## src/rtl/writebuffer_pkg.sv

```systemverilog
`default_nettype none
// ============================================================================
// Module  : writebuffer_pkg
// Brief   : Shared memory-side definitions for the write buffer: sequencer
//           state encodings, memory direction codes, default address width.
// Revision: 1.0 - initial release
// ============================================================================
package writebuffer_pkg;

    // Default word-address width, matching memadr
    localparam int c_ADRW_DEFAULT = 27;

    // memrwb direction codes
    localparam logic c_MEM_READ  = 1'b1;
    localparam logic c_MEM_WRITE = 1'b0;

    // Memory sequencer states
    typedef enum logic [1:0] {
        ST_IDLE  = 2'd0,
        ST_WRITE = 2'd1,
        ST_READ  = 2'd2,
        ST_RDONE = 2'd3
    } wb_state_e;

endpackage
`default_nettype wire

```

## src/rtl/writebuffer_wbfifo.sv

```systemverilog
`default_nettype none
// ============================================================================
// Module  : wbfifo
// Brief   : Posted-write storage for the write buffer. Circular FIFO of
//           {adr, data, byteen} with registered full/empty and a parallel
//           address compare of every valid entry against the read address.
// Revision: 1.0 - initial release
// ============================================================================
module wbfifo
    import writebuffer_pkg::*;
#(
    parameter int DEPTH = 4,
    parameter int ADRW  = c_ADRW_DEFAULT
) (
    input  logic            ph1,
    input  logic            reset,
    input  logic            enq,
    input  logic [ADRW-1:0] enq_adr,
    input  logic [31:0]     enq_data,
    input  logic [3:0]      enq_be,
    input  logic            deq,
    input  logic [ADRW-1:0] cmp_adr,
    output logic [ADRW-1:0] head_adr,
    output logic [31:0]     head_data,
    output logic [3:0]      head_be,
    output logic            hazard,
    output logic            full,
    output logic            empty
);

    localparam int c_PTRW = $clog2(DEPTH);
    localparam int c_CNTW = $clog2(DEPTH + 1);

    logic [ADRW-1:0]   r_adr  [DEPTH];
    logic [31:0]       r_data [DEPTH];
    logic [3:0]        r_be   [DEPTH];
    logic [DEPTH-1:0]  r_valid;
    logic [c_PTRW-1:0] r_head;
    logic [c_PTRW-1:0] r_tail;
    logic [c_CNTW-1:0] r_count;
    logic              r_full;
    logic              r_empty;
    logic [c_CNTW-1:0] w_count_nxt;
    logic              w_enq;
    logic              w_deq;
    logic [DEPTH-1:0]  w_match;

    // A full buffer refuses writes even when a dequeue lands on the same edge
    assign w_enq = enq && !r_full;
    assign w_deq = deq && !r_empty;

    // Occupancy after this edge; simultaneous enqueue and dequeue cancel
    always_comb begin
        w_count_nxt = r_count;
        case ({w_enq, w_deq})
            2'b10:   w_count_nxt = r_count + c_CNTW'(1);
            2'b01:   w_count_nxt = r_count - c_CNTW'(1);
            default: w_count_nxt = r_count;
        endcase
    end

    // Entry payload storage; needs no reset because r_valid gates its use
    always_ff @(posedge ph1) begin
        if (w_enq) begin
            r_adr[r_tail]  <= enq_adr;
            r_data[r_tail] <= enq_data;
            r_be[r_tail]   <= enq_be;
        end
    end

    // Pointers, valid flags, count and status flags
    always_ff @(posedge ph1 or posedge reset) begin
        if (reset) begin
            r_head  <= '0;
            r_tail  <= '0;
            r_count <= '0;
            r_valid <= '0;
            r_full  <= 1'b0;
            r_empty <= 1'b1;
        end else begin
            if (w_enq) begin
                r_tail          <= r_tail + c_PTRW'(1);
                r_valid[r_tail] <= 1'b1;
            end
            if (w_deq) begin
                r_head          <= r_head + c_PTRW'(1);
                r_valid[r_head] <= 1'b0;
            end
            r_count <= w_count_nxt;
            r_full  <= (w_count_nxt == c_CNTW'(DEPTH));
            r_empty <= (w_count_nxt == '0);
        end
    end

    // Every valid entry, including the one in flight, is compared
    for (genvar gi = 0; gi < DEPTH; gi++) begin : g_cmp
        assign w_match[gi] = r_valid[gi] && (r_adr[gi] == cmp_adr);
    end

    assign hazard    = |w_match;
    assign head_adr  = r_adr[r_head];
    assign head_data = r_data[r_head];
    assign head_be   = r_be[r_head];
    assign full      = r_full;
    assign empty     = r_empty;

endmodule
`default_nettype wire

```

## src/rtl/writebuffer.sv

```systemverilog
`default_nettype none
// ============================================================================
// Module  : writebuffer
// Brief   : Posted-write buffer and main-memory sequencer. Queues cache
//           write-through stores and issues line-fill reads, holding a read
//           back only while a queued write targets the same address.
// Revision: 1.0 - initial release
// ============================================================================
module writebuffer
    import writebuffer_pkg::*;
#(
    parameter int DEPTH = 4,
    parameter int ADRW  = c_ADRW_DEFAULT
) (
    input  logic            ph1,
    input  logic            reset,
    input  logic            cwrite,
    input  logic            cread,
    input  logic [ADRW-1:0] cadr,
    input  logic [31:0]     cwdata,
    input  logic [3:0]      cbyteen,
    output logic            cwack,
    output logic [31:0]     crdata,
    output logic            crdone,
    output logic            full,
    output logic            empty,
    output logic [ADRW-1:0] memadr,
    output logic [31:0]     memwdata,
    output logic [3:0]      membyteen,
    output logic            memrwb,
    output logic            memen,
    input  logic [31:0]     memrdata,
    input  logic            memdone
);

    wb_state_e       r_state;
    wb_state_e       w_state_nxt;
    logic            r_memen,     w_memen_nxt;
    logic            r_memrwb,    w_memrwb_nxt;
    logic [ADRW-1:0] r_memadr,    w_memadr_nxt;
    logic [31:0]     r_memwdata,  w_memwdata_nxt;
    logic [3:0]      r_membyteen, w_membyteen_nxt;
    logic [31:0]     r_crdata,    w_crdata_nxt;
    logic            r_crdone,    w_crdone_nxt;
    logic            w_deq;
    logic            w_hazard;
    logic            w_fifo_full;
    logic            w_fifo_empty;
    logic [ADRW-1:0] w_head_adr;
    logic [31:0]     w_head_data;
    logic [3:0]      w_head_be;

    wbfifo #(
        .DEPTH (DEPTH),
        .ADRW  (ADRW)
    ) u_fifo (
        .ph1       (ph1),
        .reset     (reset),
        .enq       (cwrite),
        .enq_adr   (cadr),
        .enq_data  (cwdata),
        .enq_be    (cbyteen),
        .deq       (w_deq),
        .cmp_adr   (cadr),
        .head_adr  (w_head_adr),
        .head_data (w_head_data),
        .head_be   (w_head_be),
        .hazard    (w_hazard),
        .full      (w_fifo_full),
        .empty     (w_fifo_empty)
    );

    // Sequencer: next state and next memory-side register values
    always_comb begin
        w_state_nxt     = r_state;
        w_memen_nxt     = r_memen;
        w_memrwb_nxt    = r_memrwb;
        w_memadr_nxt    = r_memadr;
        w_memwdata_nxt  = r_memwdata;
        w_membyteen_nxt = r_membyteen;
        w_crdata_nxt    = r_crdata;
        w_crdone_nxt    = 1'b0;
        w_deq           = 1'b0;
        case (r_state)
            ST_IDLE: begin
                // A read that misses the buffer overtakes queued writes
                if (cread && !w_hazard) begin
                    w_state_nxt  = ST_READ;
                    w_memadr_nxt = cadr;
                    w_memrwb_nxt = c_MEM_READ;
                    w_memen_nxt  = 1'b1;
                end else if (!w_fifo_empty) begin
                    w_state_nxt     = ST_WRITE;
                    w_memadr_nxt    = w_head_adr;
                    w_memwdata_nxt  = w_head_data;
                    w_membyteen_nxt = w_head_be;
                    w_memrwb_nxt    = c_MEM_WRITE;
                    w_memen_nxt     = 1'b1;
                end
            end
            ST_WRITE: begin
                if (memdone) begin
                    w_deq       = 1'b1;
                    w_memen_nxt = 1'b0;
                    w_state_nxt = ST_IDLE;
                end
            end
            ST_READ: begin
                if (memdone) begin
                    w_crdata_nxt = memrdata;
                    w_crdone_nxt = 1'b1;
                    w_memen_nxt  = 1'b0;
                    w_state_nxt  = ST_RDONE;
                end
            end
            ST_RDONE: begin
                // Idle one cycle so the controller can drop cread
                w_state_nxt = ST_IDLE;
            end
            default: begin
                w_state_nxt = ST_IDLE;
            end
        endcase
    end

    // Sequencer state and registered memory/cache-side outputs
    always_ff @(posedge ph1 or posedge reset) begin
        if (reset) begin
            r_state     <= ST_IDLE;
            r_memen     <= 1'b0;
            r_memrwb    <= c_MEM_READ;
            r_memadr    <= '0;
            r_memwdata  <= '0;
            r_membyteen <= '0;
            r_crdata    <= '0;
            r_crdone    <= 1'b0;
        end else begin
            r_state     <= w_state_nxt;
            r_memen     <= w_memen_nxt;
            r_memrwb    <= w_memrwb_nxt;
            r_memadr    <= w_memadr_nxt;
            r_memwdata  <= w_memwdata_nxt;
            r_membyteen <= w_membyteen_nxt;
            r_crdata    <= w_crdata_nxt;
            r_crdone    <= w_crdone_nxt;
        end
    end

    assign cwack     = !w_fifo_full;
    assign full      = w_fifo_full;
    assign empty     = w_fifo_empty;
    assign memen     = r_memen;
    assign memrwb    = r_memrwb;
    assign memadr    = r_memadr;
    assign memwdata  = r_memwdata;
    assign membyteen = r_membyteen;
    assign crdata    = r_crdata;
    assign crdone    = r_crdone;

endmodule
`default_nettype wire

```

## config.mk

```make
export PLATFORM = sky130hd
export DESIGN_NAME = writebuffer
export DESIGN_NICKNAME = d
export VERILOG_FILES = /design/src/rtl/writebuffer_pkg.sv /design/src/rtl/writebuffer_wbfifo.sv /design/src/rtl/writebuffer.sv
export SDC_FILE = /design/constraint.sdc
export NUM_CORES = 1
export LEC_CHECK = 0
export CAP_MARGIN = 15
export CORE_ASPECT_RATIO = 1.4
export CORE_UTILIZATION = 28
export CTS_BUF_LIST = sky130_fd_sc_hd__clkbuf_8
export CTS_CLUSTER_DIAMETER = 200
export DETAILED_ROUTE_END_ITERATION = 16
export DONT_BUFFER_PORTS = 1
export SKIP_LAST_GASP = 1
export SLEW_MARGIN = 15
export SYNTH_ARGS = -nofsm -noshare
export SYNTH_HDL_FRONTEND = slang
export SYNTH_HIERARCHICAL = 1
export SYNTH_SLANG_ARGS = --single-unit
export TNS_END_PERCENT = 5
```

## constraint.sdc

```tcl
create_clock -name ph1 -period 4.3 [get_ports ph1]
set_clock_uncertainty 0.2 [all_clocks]
set_input_delay 0.645 -clock ph1 [delete_from_list [all_inputs] [get_ports ph1]]
set_output_delay 0.645 -clock ph1 [all_outputs]
set_load 0.01 [all_outputs]
```

==> impl_results.md, run 1 <==
* Initial core utilization at 0.284
* Total net switching power at between 3 and 4 mW
* First-pass GRT wire length at 54900 µm
* Unrepaired setup endpoints after global routing: false
* Initial antenna violation count at 0
* Post-synthesis sequential area ratio at 0.672
* Total track usage at 0.133
* Mapped Area at about 15000 µm²
* Status: complete, no violations
* Crit Path Max Fanout at 36
* Core area at around 54000 µm²
* Mapped Cells at between 800 and 900
* Min Hold Slack at 0.0741 ns
* Area grow syn2layout at 18.9%
* Final min period at 3.36 ns
* Rel. slew slack at 0.398
* Worst-path clk slew at 0.07 ns
* Total number of vias at about 7.7k
* Gr ovfl total at 0
* Post-CTS Setup Inserts at 0
* Hold Buf Count CTS at 98
* Clock power share at 0.262
* Detail Placement HPWL at roughly 24000 µm
* Sequential share of power at 0.484
* Slew Limit Fails at 0
* Worst r2r path cells at 8
* Post-cts gate resize count at 0
* PD cells at 654 nW/µm²
* Routed vias/inst at 4.48
* Final setup fails at 0
* Final Hold Viols at 0
* Synth unique cells at 36
* # rows at 101
* CTS tree: done
* Crit end category: flip-flop
* Synthesized flop and latch total at 365
* Antenna Cells at 0
* Internal power at about 8.3 mW
* Total power at 12.0 mW
* Synth Warn # at 6
* Post-synth EDFFs at 252
* Syn Nets at 924
* Fillers at 5137
* P_leak at between 6 and 7 nW
* GPL Wtd Cong at 0.814
* Combinational share of power at 0.253
* CP arrival at 3.68 ns
* DRT Pass-1 Iters at 4
* Clock Latency Late Sink at 0.66 ns
* Num ports at 201
* Largest net degree at the start of global routing at 62
* Die area at 56200 µm²
* WHS Path Cells at 2
* Worst Max-Slew Pin Slew at 0.903 ns
* Routed WL at 37500 µm
* Fin util at 0.338
* Worst setup SP type: flip-flop
* Synth Flop Type: edfxtp_1
* Setup CP Type: flip-flop to flip-flop
* WL/cell at between 20 and 25 µm
* Achievable Freq at roughly 300 MHz
* Asr flop ratio synth at 0.310
* Die H at 280 µm
* Antenna-violating nets left at 0
* Setup Total Neg Slack at 0 ns
* Nets@finish at 1055
* Worst Path Required at 4.62 ns
* Clock Sinks at between 300 and 400
* VDD IR max at 311 µV
* Min-Delay Path Class: primary input to flip-flop
* CTS buffer count at 58
* Fin crit share at 0.780
* Root buf cell: clkbuf_8
* CTS max path bufs at 3
* Post-route DRC violation count at 0
* Port bufs at 0
* Number of global-route vias before repair at ~8.6k
* H-Tree Depth at 2
* Mean Syn Cell Area at approximately 19 µm²
* Drt initial violations at ~390
* Die Wd at 201 µm
* Share of layout cells above drive strength 1 at 0.315
* Max cap viols at 0
* Switch share at 0.313
[critical path: stages (launching register included)]
cell and delay [ns]:
edfxtp_1 0.40, xnor2_1 0.43, nand4_1 0.21, nor4_1 0.41, nand4_1 0.14, nand4_1 0.16
and2b_4 0.23, nor2_8 0.60, mux2_2 0.42
[synthesized netlist by cell type, types with 2 or more instances]
cell | n | area [µm²]
nor4_1 | 16 | 100
edfxtp_1 | 252 | 7570
dfstp_2 | 2 | 52.6
nand2b_4 | 2 | 27.5
ha_1 | 14 | 175
o21ai_0 | 3 | 15.0
buf_2 | 11 | 55.1
and2_1 | 5 | 31.3
clkbuf_1 | 2 | 7.51
mux2_4 | 20 | 300
nand2_1 | 7 | 26.3
mux2i_1 | 2 | 20.0
nor2b_1 | 3 | 18.8
buf_12 | 2 | 40.0
xnor2_1 | 56 | 490
xor2_1 | 49 | 429
mux2_2 | 102 | 1150
dfrtp_1 | 111 | 2780
xnor2_2 | 8 | 130
a2bb2oi_1 | 4 | 35.0
nor2_1 | 4 | 15.0
mux4_2 | 63 | 1420
inv_1 | 11 | 41.3
buf_6 | 26 | 293
mux2_1 | 2 | 22.5
nand4_1 | 22 | 138
[layer usage]
layer / wire, µm / up-vias / global-route usage
met5: 0 / - / 0
met4: 919 / 0 / 0.0513
met3: 2860 / 53 / 0.0391
met2: 20100 / 281 / 0.247
met1: 13700 / 3949 / 0.140
li1: - / 3384 / -
[sequential cells by signal, indices dropped and copies added, names as in the netlist, 2 cells and up]
name and flops:
u_fifo/r_data 128, u_fifo/r_adr 108, crdata 32, memwdata 32, memadr 27, u_fifo/r_be 16
membyteen 4, u_fifo/r_valid 4, u_fifo/r_count 3, r_state 2, u_fifo/r_head 2, u_fifo/r_tail 2
[through the flow]
stage	area (µm²)	instances	worst slack, ns
after CTS	18400	1711	0.915
after global routing	18400	1711	0.880
after floorplan	15500	809	0.838
after global placement	16200	1503	0.733
final	18400	1711	0.945
after detailed placement	16200	1503	0.693
[power groups by stage]
stage / registers (mW) / clock network (mW) / logic [mW]
after detailed placement: 5.94 / 0 / 3.02
after global placement: 5.92 / 0 / 2.96
after CTS: 5.88 / 3.28 / 3.13
final: 5.83 / 3.16 / 3.05
after floorplan: 5.51 / 0 / 2.57
after global routing: 5.98 / 3.42 / 3.28
[layout make-up]
class / count / area [µm²] / share of cell area
Tap cell: 721 / 902 / 0.0490
Inverter: 12 / 47.5 / 0.00258
Multi-Input combinational cell: 391 / 4650 / 0.253
Clock buffer: 67 / 922 / 0.0501
Timing Repair Buffer: 112 / 1150 / 0.0624
Sequential cell: 365 / 10400 / 0.565
Clock inverter: 43 / 338 / 0.0183
[kinds of logic (layout without fill, tap and decap cells)]
group / count (synthesis) / count (layout) / synth area share
xor gates and xnor gates: 113 / 113 / 0.0678
and+or+nand+nor: 63 / 63 / 0.0257
muxes: 189 / 189 / 0.188
buffers and inverters: 53 / 234 / 0.0285
adders and majority gates: 15 / 15 / 0.0126
AOI/OAI and AO/OA: 11 / 11 / 0.00566
DFF: 365 / 365 / 0.672
[worst paths after layout]
kind	from	slack (ns)	to
max	u_fifo/r_adr[2][0]	0.94	memwdata[5]
max reg2reg	u_fifo/r_adr[2][0]	0.94	memwdata[5]
min	cadr[16]	0.07	memadr[16]
min reg2reg	u_fifo/r_count[2]	0.27	u_fifo/r_count[2]
min in group asynchronous	reset	0.34	u_fifo/r_valid[3]
max in group asynchronous	reset	2.42	memrwb
[layout by cell type, fill, tap and decap left out, types with 5 or more instances in the layout]
| master | n |
|---|---|
| xnor2_1 | 56 |
| inv_1 | 24 |
| buf_4 | 9 |
| clkbuf_8 | 67 |
| xor2_1 | 49 |
| buf_12 | 5 |
| clkinv_2 | 12 |
| nand2_1 | 7 |
| dfrtp_1 | 109 |
| nor4_1 | 16 |
| mux2_4 | 20 |
| edfxtp_1 | 252 |
| mux4_2 | 63 |
| nand4_1 | 22 |
| clkinv_1 | 7 |
| bufinv_16 | 5 |
| ha_1 | 14 |
| dlygate4sd3_1 | 98 |
| xnor2_2 | 8 |
| mux2_2 | 102 |
Note: power is estimated with default switching activity, not from simulation.
==> inputs of run 2 (changes only) <==
--- a/config.mk
+++ b/config.mk
@@ -5,6 +5,7 @@
 export SDC_FILE = /design/constraint.sdc
 export NUM_CORES = 1
 export LEC_CHECK = 0
+export ABC_AREA = 1
 export CAP_MARGIN = 15
 export CORE_ASPECT_RATIO = 1.4
 export CORE_UTILIZATION = 28
==> constraint.sdc (replaced) <==
create_clock -name ph1 -period 2.85 [get_ports ph1]
set_clock_uncertainty 0.2 [all_clocks]
set_input_delay 0.4275 -clock ph1 [delete_from_list [all_inputs] [get_ports ph1]]
set_output_delay 0.4275 -clock ph1 [all_outputs]
set_load 0.01 [all_outputs]
==> impl_results.md, run 2 <==
* Worst Max-Slew Pin Slew at 0.660 ns (-0.243 ns)
* Synth Warn # at 6 (unchanged)
* Total track usage at 0.159 (+0.0255)
* Port bufs at 0 (unchanged)
* Die H at 287 µm (+2.4%)
* Drt initial violations at 789 (+100%)
* Synthesized flop and latch total at 365 (unchanged)
* Worst setup margin at 0.188 ns (-0.756 ns)
* VDD IR max at 660 µV (+110%)
* CTS max path bufs at 3 (unchanged)
* Synth area leader: edfxtp_1
* Critical Path Slowest Stage Cell: edfxtp_1
* Routed length on met3 at 3660 µm (+28%)
* Slew Limit Fails at 0 (unchanged)
* CP arrival at 2.96 ns (-0.72 ns)
* Synth top area share at 0.466 (-0.0232)
* Crit Path Max Fanout at 72 (+100%)
* Number of global-route vias before repair at 12.1k (+40%)
* Met2 routed WL at 23400 µm (+17%)
* Most common cell after layout, fill and taps aside: nand2_1
* Post-CTS Setup Inserts at 0 (unchanged)
* Buffers and inverters on the worst path at 2 (+2)
* Largest Register: u_fifo/r_data
* DR top layer: met4
* Internal power at 11.5 mW (+38%)
* Area grow syn2layout at 19.5%
* Commonest cells in the netlist: 545 x nand2_1, 252 x edfxtp_1, 160 x inv_1
* Setup CP Type: flip-flop to flip-flop
* Regs by FF count: u_fifo/r_data x128, u_fifo/r_adr x108
* Worst-path clk slew at 0.06 ns (about the same)
* Post-cts gate resize count at 0 (unchanged)
* CTS buffer count at 59 (+1.7%)
* WL/cell at 18.2 µm (-17%)
* Detail Placement HPWL at 29000 µm (+23%)
* Sequential share of power at 0.453 (-0.031)
* Achievable Freq at 376 MHz (+26%)
* Rel. slew slack at 0.560 (+0.162)
* GPL Wtd Cong at 0.935 (+15%)
* Die Wd at 206 µm (+2.4%)
* Min-Delay Path Class: primary input to asynchronous set/reset pin
* Largest net degree at the start of global routing at 73 (+18%)
* Worst Path Required at 3.15 ns (-1.47 ns)
* Gr ovfl total at 0 (unchanged)
* Antenna-violating nets left at 0 (unchanged)
* DRT Pass-1 Iters at 5 (+1)
* Pre-CTS WS at 0.183 ns (-0.510 ns)
* First-pass GRT wire length at 70100 µm (+28%)
* PD cells at 956 nW/µm² (+46%)
* Post-route DRC violation count at 0 (unchanged)
* Final min period at 2.66 ns (-0.694 ns)
* # rows at 104 (+3.0%)
* H-Tree Depth at 2 (unchanged)
* Clock Latency Late Sink at 0.67 ns (about the same)
* Routed WL at 47200 µm (+26%)
* Max reg flops at 128 (unchanged)
* Crit end category: flip-flop
* Clock Sinks at 365 (unchanged)
* Num ports at 201 (unchanged)
* WL met1 at 17800 µm (+30%)
* Synth area leaders: edfxtp_1 47%, dfrtp_1 17%, nand2_1 13%
* Unrepaired setup endpoints after global routing: false
* Post-synth EDFFs at 252 (unchanged)
* CTS tree: done
* Cells along the critical path: nand2_1 > o21ai_0 > nor2_1 > nand2_1 > nor2_1 > nand2_1 > nor2_1 > nor2_1 > nand2_1 > inv_1 > nand2_1 > nand3_2 > buf_12 > nand2_1 > o21ai_0
* Core area at 57400 µm² (+5.4%)
* Total number of vias at 12.1k (+58%)
* Fin crit share at 0.934 (+0.154)
* Share of layout cells above drive strength 1 at 0.0749 (-0.240)
* Total net switching power at 7.10 mW (+89%)
* CP max stage delay at 0.42 ns (-0.18 ns)
* CP most frequent cell: nand2_1
* Post-synthesis sequential area ratio at 0.640 (-0.0318)
* Root buf cell: clkbuf_8
* Fin util at 0.338 (about the same)
* Initial core utilization at 0.283 (-0.00105)
* Mapped Cells at 1689 (+110%)
* Critical path's top delay family: simple AND/OR/NAND/NOR gates
* Most frequent cells in the layout: 545 x nand2_1, 252 x edfxtp_1, 173 x inv_1, 151 x nor2_1, 137 x o21ai_0
* Switch share at 0.383 (+0.0700)
* Setup Total Neg Slack at 0 ns (unchanged)
* P_leak at 8.31 nW (+28%)
* Final setup fails at 0 (unchanged)
* Synth Flop Type: edfxtp_1
* Synth unique cells at 27 (-25%)
* Total power at 18.6 mW (+54%)
* Nets@finish at 1921 (+82%)
* Final Hold Viols at 0 (unchanged)
* Worst reg2reg setup slack at 0.19 ns (-0.76 ns)
* Routed vias/inst at 4.66 (+4.1%)
* Combinational share of power at 0.300 (+0.047)
* Status: complete, no violations
* Syn Nets at 1804 (+95%)
* Worst setup SP type: flip-flop
* Initial antenna violation count at 1 (+1)
* Die area at 59000 µm² (+4.9%)
* Final instance area at 19400 µm² (+5.5%)
* Mapped Area at 16200 µm² (+5.0%)
* Clock power share at 0.247 (-0.015)
* Max cap viols at 0 (unchanged)
* Hold Buf Count CTS at 101 (+3.1%)
* Mean Syn Cell Area at 9.62 µm² (-50%)
* Cell area after placement at 17200 µm² (+6.3%)
* Count leader, synth: nand2_1
* Asr flop ratio synth at 0.310 (unchanged)
run 2: changes by cell type after synthesis, moves of 62 or more:
cell,previous run,this run
inv_1,11,160
nor2_1,4,155
mux4_2,63,0
nand2_1,7,545
mux2_2,102,1
a21oi_1,1,65
o21ai_0,3,137
nand3_1,1,63
run 2: worst paths after layout:
kind	start	to	depth (start not counted)
setup / recovery	u_fifo/r_adr[2][2]	membyteen[0]	15
hold / removal	reset	crdata[10]	2
setup reg to reg	u_fifo/r_adr[2][2]	membyteen[0]	15
hold reg to reg	memrwb	memrwb	2
max in group asynchronous	reset	memwdata[2]	3
min in group ph1	cread	memrwb	3
run 2: layer usage:
metal	global-route usage	vias up
met5	0	-
met4	0.0891	0
met3	0.0417	124
met2	0.279	484
met1	0.171	5743
li1	-	5768
run 2: power groups by stage:
stage	clock (mW)	combinational [mW]	sequential (mW)
detailed placement	0	5.44	8.51
finish	4.58	5.57	8.41
global route	4.99	6.31	8.57
CTS	4.79	5.65	8.41
floorplan	0	3.88	8.19
global placement	0	5.29	8.48
run 2: cell families (layout without fill, tap and decap cells):
family / count (synthesis) / in the layout / synth area share
XOR/XNOR: 29 / 29 / 0.0156
adder cells (fa/ha/maj): 15 / 15 / 0.0120
buffers and inverters: 242 / 409 / 0.0618
AND/OR/NAND/NOR: 769 / 769 / 0.184
flip-flops: 365 / 365 / 0.640
multiplexers: 1 / 1 / 0.000693
other: 0 / 1 / 0
AO/OA/AOI/OAI: 268 / 268 / 0.0862
run 2: worst reg2reg max path, delay by kind of cell, from the launching register on:
kind,cells,cell delay (ns)
AO/OA/AOI/OAI,2,0.34
buffers and inverters,2,0.28
flip-flops,1,0.42
AND/OR/NAND/NOR,11,1.29
run 2: metrics by stage:
step / std cells / hold WS (ns)
final: 2599 / 0.125
after global routing: 2599 / 0.0698
after CTS: 2598 / 0.0344
after detailed placement: 2386 / 0.194
after global placement: 2386 / 0.183
after floorplan: 1689 / 0.104
run 2: cell type report:
type	instances	area, µm²
Fill cell	5758	38000
Sequential cell	365	10400
Multi-Input combinational cell	1082	4880
Timing Repair Buffer	127	1350
Tap cell	742	928
Clock buffer	67	922
Inverter	171	648
Clock inverter	44	282
Antenna cell	1	2.50
